[src/rtl/riscv_lsu_pkg.sv]
// Shared encodings and helpers for the load/store memory interface.
package riscv_lsu_pkg;

  localparam logic [1:0] WHB_BYTE    = 2'b00;
  localparam logic [1:0] WHB_HALF    = 2'b01;
  localparam logic [1:0] WHB_WORD    = 2'b10;
  localparam logic [1:0] WHB_ILLEGAL = 2'b11;

  localparam logic RW_LOAD  = 1'b1;
  localparam logic RW_STORE = 1'b0;

  localparam int unsigned TIMEOUT_DEFAULT = 16;

  typedef enum logic [1:0] {
    StIdle,
    StReq,
    StDone
  } lsu_state_e;

  // Illegal size counts as misaligned so both take the same error path.
  function automatic logic lsu_misaligned(logic [1:0] size, logic [1:0] off);
    return (size == WHB_ILLEGAL) ||
           ((size == WHB_HALF) && off[0]) ||
           ((size == WHB_WORD) && (off != 2'b00));
  endfunction

endpackage

[src/rtl/lsu_lane_align.sv]
// Byte-lane steering: byte enables and replicated store data out, extended load data in.
module lsu_lane_align
  import riscv_lsu_pkg::*;
(
  input  logic [1:0]  size_i,
  input  logic [1:0]  offset_i,
  input  logic [31:0] wdata_i,
  input  logic [31:0] mem_rdata_i,
  input  logic        su_i,
  output logic [3:0]  be_o,
  output logic [31:0] wdata_rep_o,
  output logic [31:0] load_data_o
);

  logic [31:0] shifted;

  always_comb begin
    shifted     = mem_rdata_i >> {offset_i, 3'b000};
    be_o        = 4'b0000;
    wdata_rep_o = '0;
    load_data_o = '0;
    case (size_i)
      WHB_BYTE: begin
        be_o        = 4'b0001 << offset_i;
        wdata_rep_o = {4{wdata_i[7:0]}};
        load_data_o = {{24{su_i & shifted[7]}}, shifted[7:0]};
      end
      WHB_HALF: begin
        be_o        = offset_i[1] ? 4'b1100 : 4'b0011;
        wdata_rep_o = {2{wdata_i[15:0]}};
        load_data_o = {{16{su_i & shifted[15]}}, shifted[15:0]};
      end
      WHB_WORD: begin
        be_o        = 4'b1111;
        wdata_rep_o = wdata_i;
        load_data_o = shifted;
      end
      default: ;
    endcase
  end

endmodule

[src/rtl/lsu_mem_if.sv]
// Request/acknowledge load/store unit for the unpipelined core; busy stalls the PC.
module lsu_mem_if
  import riscv_lsu_pkg::*;
#(
  parameter int unsigned TIMEOUT = TIMEOUT_DEFAULT
) (
  input  logic        clk,
  input  logic        rst,
  input  logic        start,
  input  logic        rw,
  input  logic [1:0]  whb,
  input  logic        su,
  input  logic [31:0] addr,
  input  logic [31:0] wdata,
  output logic [31:0] rdata,
  output logic        done,
  output logic        err,
  output logic        busy,
  output logic        mem_req,
  output logic        mem_we,
  output logic [3:0]  mem_be,
  output logic [31:0] mem_addr,
  output logic [31:0] mem_wdata,
  input  logic        mem_ack,
  input  logic [31:0] mem_rdata
);

  localparam int unsigned CntW = (TIMEOUT > 1) ? $clog2(TIMEOUT) : 1;
  localparam logic [CntW-1:0] CntLast = CntW'(TIMEOUT - 1);

  lsu_state_e      state_q;
  logic [CntW-1:0] cnt_q;
  logic            rw_q;
  logic            su_q;
  logic [1:0]      whb_q;
  logic [1:0]      off_q;

  logic [1:0]  al_size;
  logic [1:0]  al_off;
  logic [3:0]  al_be;
  logic [31:0] al_wdata;
  logic [31:0] al_load;

  // In IDLE the aligner sees the live request; afterwards the latched one for load extraction.
  assign al_size = (state_q == StIdle) ? whb       : whb_q;
  assign al_off  = (state_q == StIdle) ? addr[1:0] : off_q;

  lsu_lane_align u_align (
    .size_i      (al_size),
    .offset_i    (al_off),
    .wdata_i     (wdata),
    .mem_rdata_i (mem_rdata),
    .su_i        (su_q),
    .be_o        (al_be),
    .wdata_rep_o (al_wdata),
    .load_data_o (al_load)
  );

  always_ff @(posedge clk) begin
    if (rst) begin
      state_q   <= StIdle;
      cnt_q     <= '0;
      rw_q      <= 1'b0;
      su_q      <= 1'b0;
      whb_q     <= 2'b00;
      off_q     <= 2'b00;
      rdata     <= '0;
      done      <= 1'b0;
      err       <= 1'b0;
      busy      <= 1'b0;
      mem_req   <= 1'b0;
      mem_we    <= 1'b0;
      mem_be    <= 4'b0000;
      mem_addr  <= '0;
      mem_wdata <= '0;
    end else begin
      done <= 1'b0;
      err  <= 1'b0;
      case (state_q)
        StIdle: begin
          if (start) begin
            rw_q  <= rw;
            su_q  <= su;
            whb_q <= whb;
            off_q <= addr[1:0];
            rdata <= '0;
            busy  <= 1'b1;
            if (lsu_misaligned(whb, addr[1:0])) begin
              state_q <= StDone;
              done    <= 1'b1;
              err     <= 1'b1;
            end else begin
              state_q   <= StReq;
              cnt_q     <= '0;
              mem_req   <= 1'b1;
              mem_we    <= (rw == RW_STORE);
              mem_be    <= al_be;
              mem_addr  <= {addr[31:2], 2'b00};
              mem_wdata <= al_wdata;
            end
          end
        end
        StReq: begin
          // Ack is checked first so an ack on the expiry cycle completes cleanly.
          if (mem_ack) begin
            state_q <= StDone;
            mem_req <= 1'b0;
            mem_we  <= 1'b0;
            done    <= 1'b1;
            if (rw_q == RW_LOAD) begin
              rdata <= al_load;
            end
          end else if (cnt_q == CntLast) begin
            state_q <= StDone;
            mem_req <= 1'b0;
            mem_we  <= 1'b0;
            done    <= 1'b1;
            err     <= 1'b1;
            rdata   <= '0;
          end else begin
            cnt_q <= cnt_q + CntW'(1);
          end
        end
        StDone: begin
          state_q <= StIdle;
          busy    <= 1'b0;
        end
        default: begin
          state_q <= StIdle;
          busy    <= 1'b0;
          mem_req <= 1'b0;
          mem_we  <= 1'b0;
        end
      endcase
    end
  end

endmodule

[config.mk]
export PLATFORM = sky130hd
export DESIGN_NAME = lsu_mem_if
export DESIGN_NICKNAME = d
export VERILOG_FILES = /design/src/rtl/riscv_lsu_pkg.sv /design/src/rtl/lsu_lane_align.sv /design/src/rtl/lsu_mem_if.sv
export SDC_FILE = /design/constraint.sdc
export NUM_CORES = 1
export LEC_CHECK = 0
export BUFFER_PORTS_ARGS = -buffer_cell sky130_fd_sc_hd__buf_2
export CORE_MARGIN = 1.5
export CORE_UTILIZATION = 49
export DETAILED_ROUTE_END_ITERATION = 8
export GPL_ROUTABILITY_DRIVEN = 0
export HOLD_SLACK_MARGIN = 0.12
export PLACE_DENSITY_LB_ADDON = 0.2
export SETUP_SLACK_MARGIN = 0.05
export SLEW_MARGIN = 5
export SYNTH_ARGS = -nofsm -noshare
export SYNTH_HDL_FRONTEND = slang
export SYNTH_SLANG_ARGS = --single-unit
[constraint.sdc]
create_clock -name clk -period 2.5 [get_ports clk]
set_input_delay 0.25 -clock clk [delete_from_list [all_inputs] [get_ports clk]]
set_output_delay 0.25 -clock clk [all_outputs]
set_load 0.02 [all_outputs]
* Word-level counts from Yosys, hierarchy flattened
Index checks and enable logic that the tools add are counted.
Cells by class: $add $sub $neg 1, equal/unequal tests 14, shift-type cells 2, multiplexer cells 38, bitwise operators 6, reduce and logical (&&, ||, !) cells 15
Operators by type and width (count):
- $pmux W32 S3 | 2
- $mux W32 | 4
- $pmux W32 S2 | 1
- $shr A32 B5 Y32 | 1
- $mux W4 | 5
- $mux W1 | 12
- $mux W2 | 6
- $pmux W4 S3 | 1
- $eq A2 B2 Y1 const B | 4
- $ne A2 B2 Y1 const B | 4
- $pmux W4 S2 | 1
- $reduce_and A4 Y1 | 2
- $eq A2 B1 Y1 const B | 3
- $ne A3 B3 Y1 const B | 2
- $pmux W1 S2 | 3
- $pmux W1 S3 | 2
- $reduce_and A2 Y1 | 3
- $reduce_and A5 Y1 | 1
- $add A4 B1 Y4 const B | 1
- $eq A4 B4 Y1 const B | 1
- $logic_not A2 Y1 | 2
- $not A1 Y1 | 4
- $pmux W2 S2 | 1
- $reduce_bool A2 Y1 | 2
- other kinds (5) | 8
Storage, ports and cells: flip-flop bits (word level) 115, input bits 104, output and inout bits 105, logic and storage cells 91

* Longest topological paths before layout
depth after elaboration 8, depth in mapped cells 9, depth with buffers taken out 6

* Hierarchy
A second synthesis with hierarchy kept.
Unflattened totals: cell total of the unflattened synthesis 661, area total of the unflattened synthesis 5454.0 µm²
By module, submodules not included:
- lsu_mem_if | instances 1, cells an instance 460, area each 4066.4 µm², seq. area each 2302.2 µm²
- lsu_lane_align | instances 1, cells an instance 201, area each 1387.6 µm², seq. area each 0.0 µm²

* Worst setup path before layout
Ideal clock, no wire load.
path type flip-flop to flip-flop, start point register state_q[0], end point register rdata[3], setup time 0.117 ns, arrival 1.850 ns, required time 2.383 ns, slack 0.533 ns, stages on the path, launching flop included 7, buffers on the path 2, clock period less this slack 1.967 ns, path through dfxtp_1 -> buf_6 -> nor2_8 -> mux2i_2 -> buf_6 -> mux4_2 -> a22o_1
Between the ends: word-level cells in the longest chain between the ends 7, elaborated cells on any way between the ends 17, those cells by class eq/ne: 6; shift: 1; mux: 6; reduce/logical: 4
RTL lines:
- from (decl) | line lsu_mem_if.sv:31 | lsu_state_e state_q;
- from (signal assigned) | line lsu_mem_if.sv:61 | state_q <= StIdle;
- from (signal assigned) | line lsu_mem_if.sv:89 | state_q <= StDone;
- from (signal assigned) | line lsu_mem_if.sv:93 | state_q <= StReq;
- $logic_not A2 Y1 | line lsu_mem_if.sv:45, lsu_mem_if.sv:46, lsu_mem_if.sv:79
- $mux W2 (on tied branches) | line lsu_mem_if.sv:46, lsu_mem_if.sv:45
- $shr A32 B5 Y32 (tied with other cells) | line lsu_lane_align.sv:18 | shifted = mem_rdata_i >> {offset_i, 3'b000};
- $pmux W32 S3 | line lsu_lane_align.sv:22 | case (size_i)
- $mux W32 | line lsu_mem_if.sv:110 | if (rw_q == RW_LOAD) begin
- $mux W32 | line lsu_mem_if.sv:105 | if (mem_ack) begin
- $pmux W32 S2 | line lsu_mem_if.sv:79 | case (state_q)
- to (signal assigned) | line lsu_mem_if.sv:111 | rdata <= al_load;
- to (decl) | line lsu_mem_if.sv:15 | output logic [31:0] rdata,
Several ways; a longest one is shown, not always the timed one. The select of a mux whose other input is x is not followed. A chain may end at the register's enable or synchronous reset.

* Worst setup path after layout
start point register state_q[1], end point register mem_wdata[10]
Between the ends: word-level cells in the longest chain between the ends 4, elaborated cells on any way between the ends 7, those cells by class eq/ne: 2; mux: 2; reduce/logical: 3
RTL lines:
- $logic_not A2 Y1 (*) | line lsu_mem_if.sv:45, lsu_mem_if.sv:79
- $mux W2 | line lsu_mem_if.sv:45 | assign al_size = (state_q == StIdle) ? whb : whb_q;
- $eq A2 B2 Y1 (tied with other cells) | line lsu_lane_align.sv:22
- $pmux W32 S3 | line lsu_lane_align.sv:22
- to (signal assigned) | line lsu_mem_if.sv:99 | mem_wdata <= al_wdata;
- to (decl) | line lsu_mem_if.sv:23 | output logic [31:0] mem_wdata,
Every way passes the cells marked *; elsewhere a longest branch is shown, timed or not.

==> results.tsv <==
metric	value	unit
status	finished clean	
synth_commonest_cells	dfxtp_1, nand2_1, a21oi_1	
finalCritPeriodShare	88.9	%
p_int	3.79	mW
grt_max_degree	82	
path_max_fanout	14	
grt_pass1_wl	26300	um
synth_compound_area_share	20.6	%
whs_endpoint	whb_q[0]$_SDFFE_PP0P_	
nFillCells	752	
post-route-drc-count	0	
tritoncts	done	
first_pass_iters	5	
port_buffers	206	
p_total	5.24	mW
hold_viol_final	0	
sw_frac_of_total	27.7	%
yosysMostFrequentCell	dfxtp_1	
postCtsSetupRepairBufs	0	
startpoint_type	flop	
place_hpwl	10600	um
synth_fa_ha_area_share	0.238	%
cts-root-buf	clkbuf_8	
pwr-share-seq	37.9	%
yosys-top-cells-area	dfxtp_1, nand2_1, a21oi_1, a22oi_1, mux2_2	
start_util	50.6	%
syn_to_final_growth	46.1	%
p_sw	1.45	mW
htreeDepth	4	
synth_edf_count	0	
hold_path.class	input pin to flop	
drive_gt1_share	35.2	%
clock_skew	0.00976	ns
synth_simple_gate_area_share	19.3	%
synth_top_area_share	43.9	%
finalWirelength	16800	um
post-route-util	73.9	%
rsz0062_at_grt	false	
synthCells	566	
syn_avg_cell_area	9.27	um^2
r2r_start	state_q[1]$_SDFFE_PP0P_	
rows	37	
grt_usage	29.7	%
slew_headroom	43.5	%
reg2reg_depth	5	
timing.final.max_slew_violations	0	
path_class	flop to flop	
power.static_leakage	3.42	nW
antenna_left	0	
async_flop_share	0	%
max_freq	450	MHz
setup_violations	0	
final.setup.tns	0	ns
num_antenna_cells	0	
r2r-end	mem_wdata[10]$_SDFFE_PP0P_	
ir_drop	0.000484	V
drt-initial-drc-count	366	
wl_per_cell	17.0	um
overflow	0	
netlist_area	0.00525	mm^2
first_global_vias	5576	
finalNetCount	946	
synth_seq_cells	115	
coreArea	0.0104	mm^2
via_per_inst	5.62	
crit_start	state_q[1]$_SDFFE_PP0P_	
ys_seq_area_share	43.9	%
yosysWarnings	0	
drv_cap	0	
holdPathStages	3	
min_from	whb[0]	
antenna_found_initial	0	
cts_made_buffers	17	
clkSinkCount	115	
period_needed	2.22	ns
die_y	106	um
synth_xor_xnor_area_share	0.668	%
ios	209	
clk_pin_slew_worst_paths	0.06	ns
synth_top_area_cell	dfxtp_1	
synth_top_family_by_area	compound AO/OA/AOI/OAI gates	
via_count	5563	
tightest_slew	0.848	ns
required	2.92	ns
synthMuxAreaShare	9.80	%
end_kind	flop	
synth_cell_types	67	
power_density	683	mW/mm^2
rrSetupSlack	0.28	ns
cts_buffer_depth	2	
die_w	106	um
ys.flop_type	dfxtp_1	
die-area	0.0113	mm^2
clkLatencyLatePin	0.52	ns
pwr-share-clk	43.3	%
arrival	2.65	ns
comb_power_share	18.8	%
flip-flops by register name, indices dropped and copies added, names as in the netlist:
signal and count:
mem_we 1, mem_wdata 32, mem_addr 30, whb_q 2
rdata 32, err 1, busy 1, state_q 2
off_q 2, done 1, su_q 1, mem_be 4
mem_req 1, cnt_q 4, rw_q 1
metrics by stage:
step	area, um^2	instances	setup WS [ns]	hold slack [ns]
final	7670	990	0.277	0.154
after global routing	7670	990	0.111	0.144
after CTS	7670	990	0.202	0.125
after detailed placement	6330	880	0.216	0.445
after global placement	6330	880	0.244	0.439
after floorplan	5250	567	0.533	0.372
worst max-delay path by stage:
stage,to,slack [ns],cells after the start
final,mem_wdata[10]$_SDFFE_PP0P_,0.28,5
after global routing,mem_wdata[11]$_SDFFE_PP0P_,0.11,5
after CTS,mem_wdata[24]$_SDFFE_PP0P_,0.20,5
after detailed placement,mem_wdata[30]$_SDFFE_PP0P_,0.22,5
after global placement,mem_wdata[30]$_SDFFE_PP0P_,0.24,5
after floorplan,rdata[3]$_SDFFE_PP0P_,0.53,6
final cells by class:
| cell class | count | area, um^2 | area share (%) |
|---|---|---|---|
| Tap cell | 136 | 170 | 2.22 |
| Inverter | 3 | 11.3 | 0.147 |
| Timing Repair Buffer | 297 | 1950 | 25.4 |
| Clock buffer | 21 | 439 | 5.73 |
| Multi-Input combinational cell | 407 | 2690 | 35.0 |
| Sequential cell | 115 | 2300 | 30.0 |
| Clock inverter | 11 | 111 | 1.45 |
worst max-delay path, stage by stage, from the launching register on:
cell      delay [ns]
dfxtp_1         0.47
nor2_8          0.35
mux2_1          0.39
nor2_1          0.55
a221oi_1        0.17
nor3_1          0.20
routing by layer:
layer	global-route usage [%]	vias to the layer above	part of all wire (%)
met4	14.7	0	3.0
li1	-	2598	-
met5	0	-	0
met1	33.9	2612	38
met2	49.9	308	50
met3	9.69	45	9.2
power by group through the flow:
stage	registers (mW)	logic [mW]	clock network, mW
after floorplan	2.10	0.502	0
after global placement	2.01	0.853	0
after global routing	1.99	1.06	2.38
after detailed placement	2.02	0.871	0
final	1.98	0.985	2.27
after CTS	1.98	0.971	2.30
kinds of logic (layout without fill, tap and decap cells):
kind of cell             Yosys count  after routing
buffers and inverters             45            332
adder cells (fa/ha/maj)            1              1
flip-flops                       115            115
other                              1              2
AND/OR/NAND/NOR                  214            214
multiplexers                      39             39
AO/OA/AOI/OAI                    147            147
XOR/XNOR                           4              4
placed cells by master (no fill, tap or decap), types with 4 or more instances in the layout:
cell           instances
buf_2                206
dfxtp_1              114
nand2_1              110
dlygate4sd3_1         78
a21oi_1               49
nor2_1                39
nor3_1                25
a22oi_1               21
a221oi_1              16
clkbuf_16             16
mux2_2                14
o211ai_1              14
mux2i_1               13
buf_4                 10
nand3_1                9
a211oi_1               8
mux4_2                 7
a22o_1                 7
clkinv_2               7
nand2b_1               6
and2_1                 5
xnor2_1                4
timing repair:
| action | CTS | global route |
|---|---|---|
| endpoints found under the setup margin | 0 | 24 |
| resized for setup | 0 | 1 |
| hold buffers | 78 | 0 |
| hold endpoints to repair | 83 | 0 |
(Power assumes the default switching activity.)
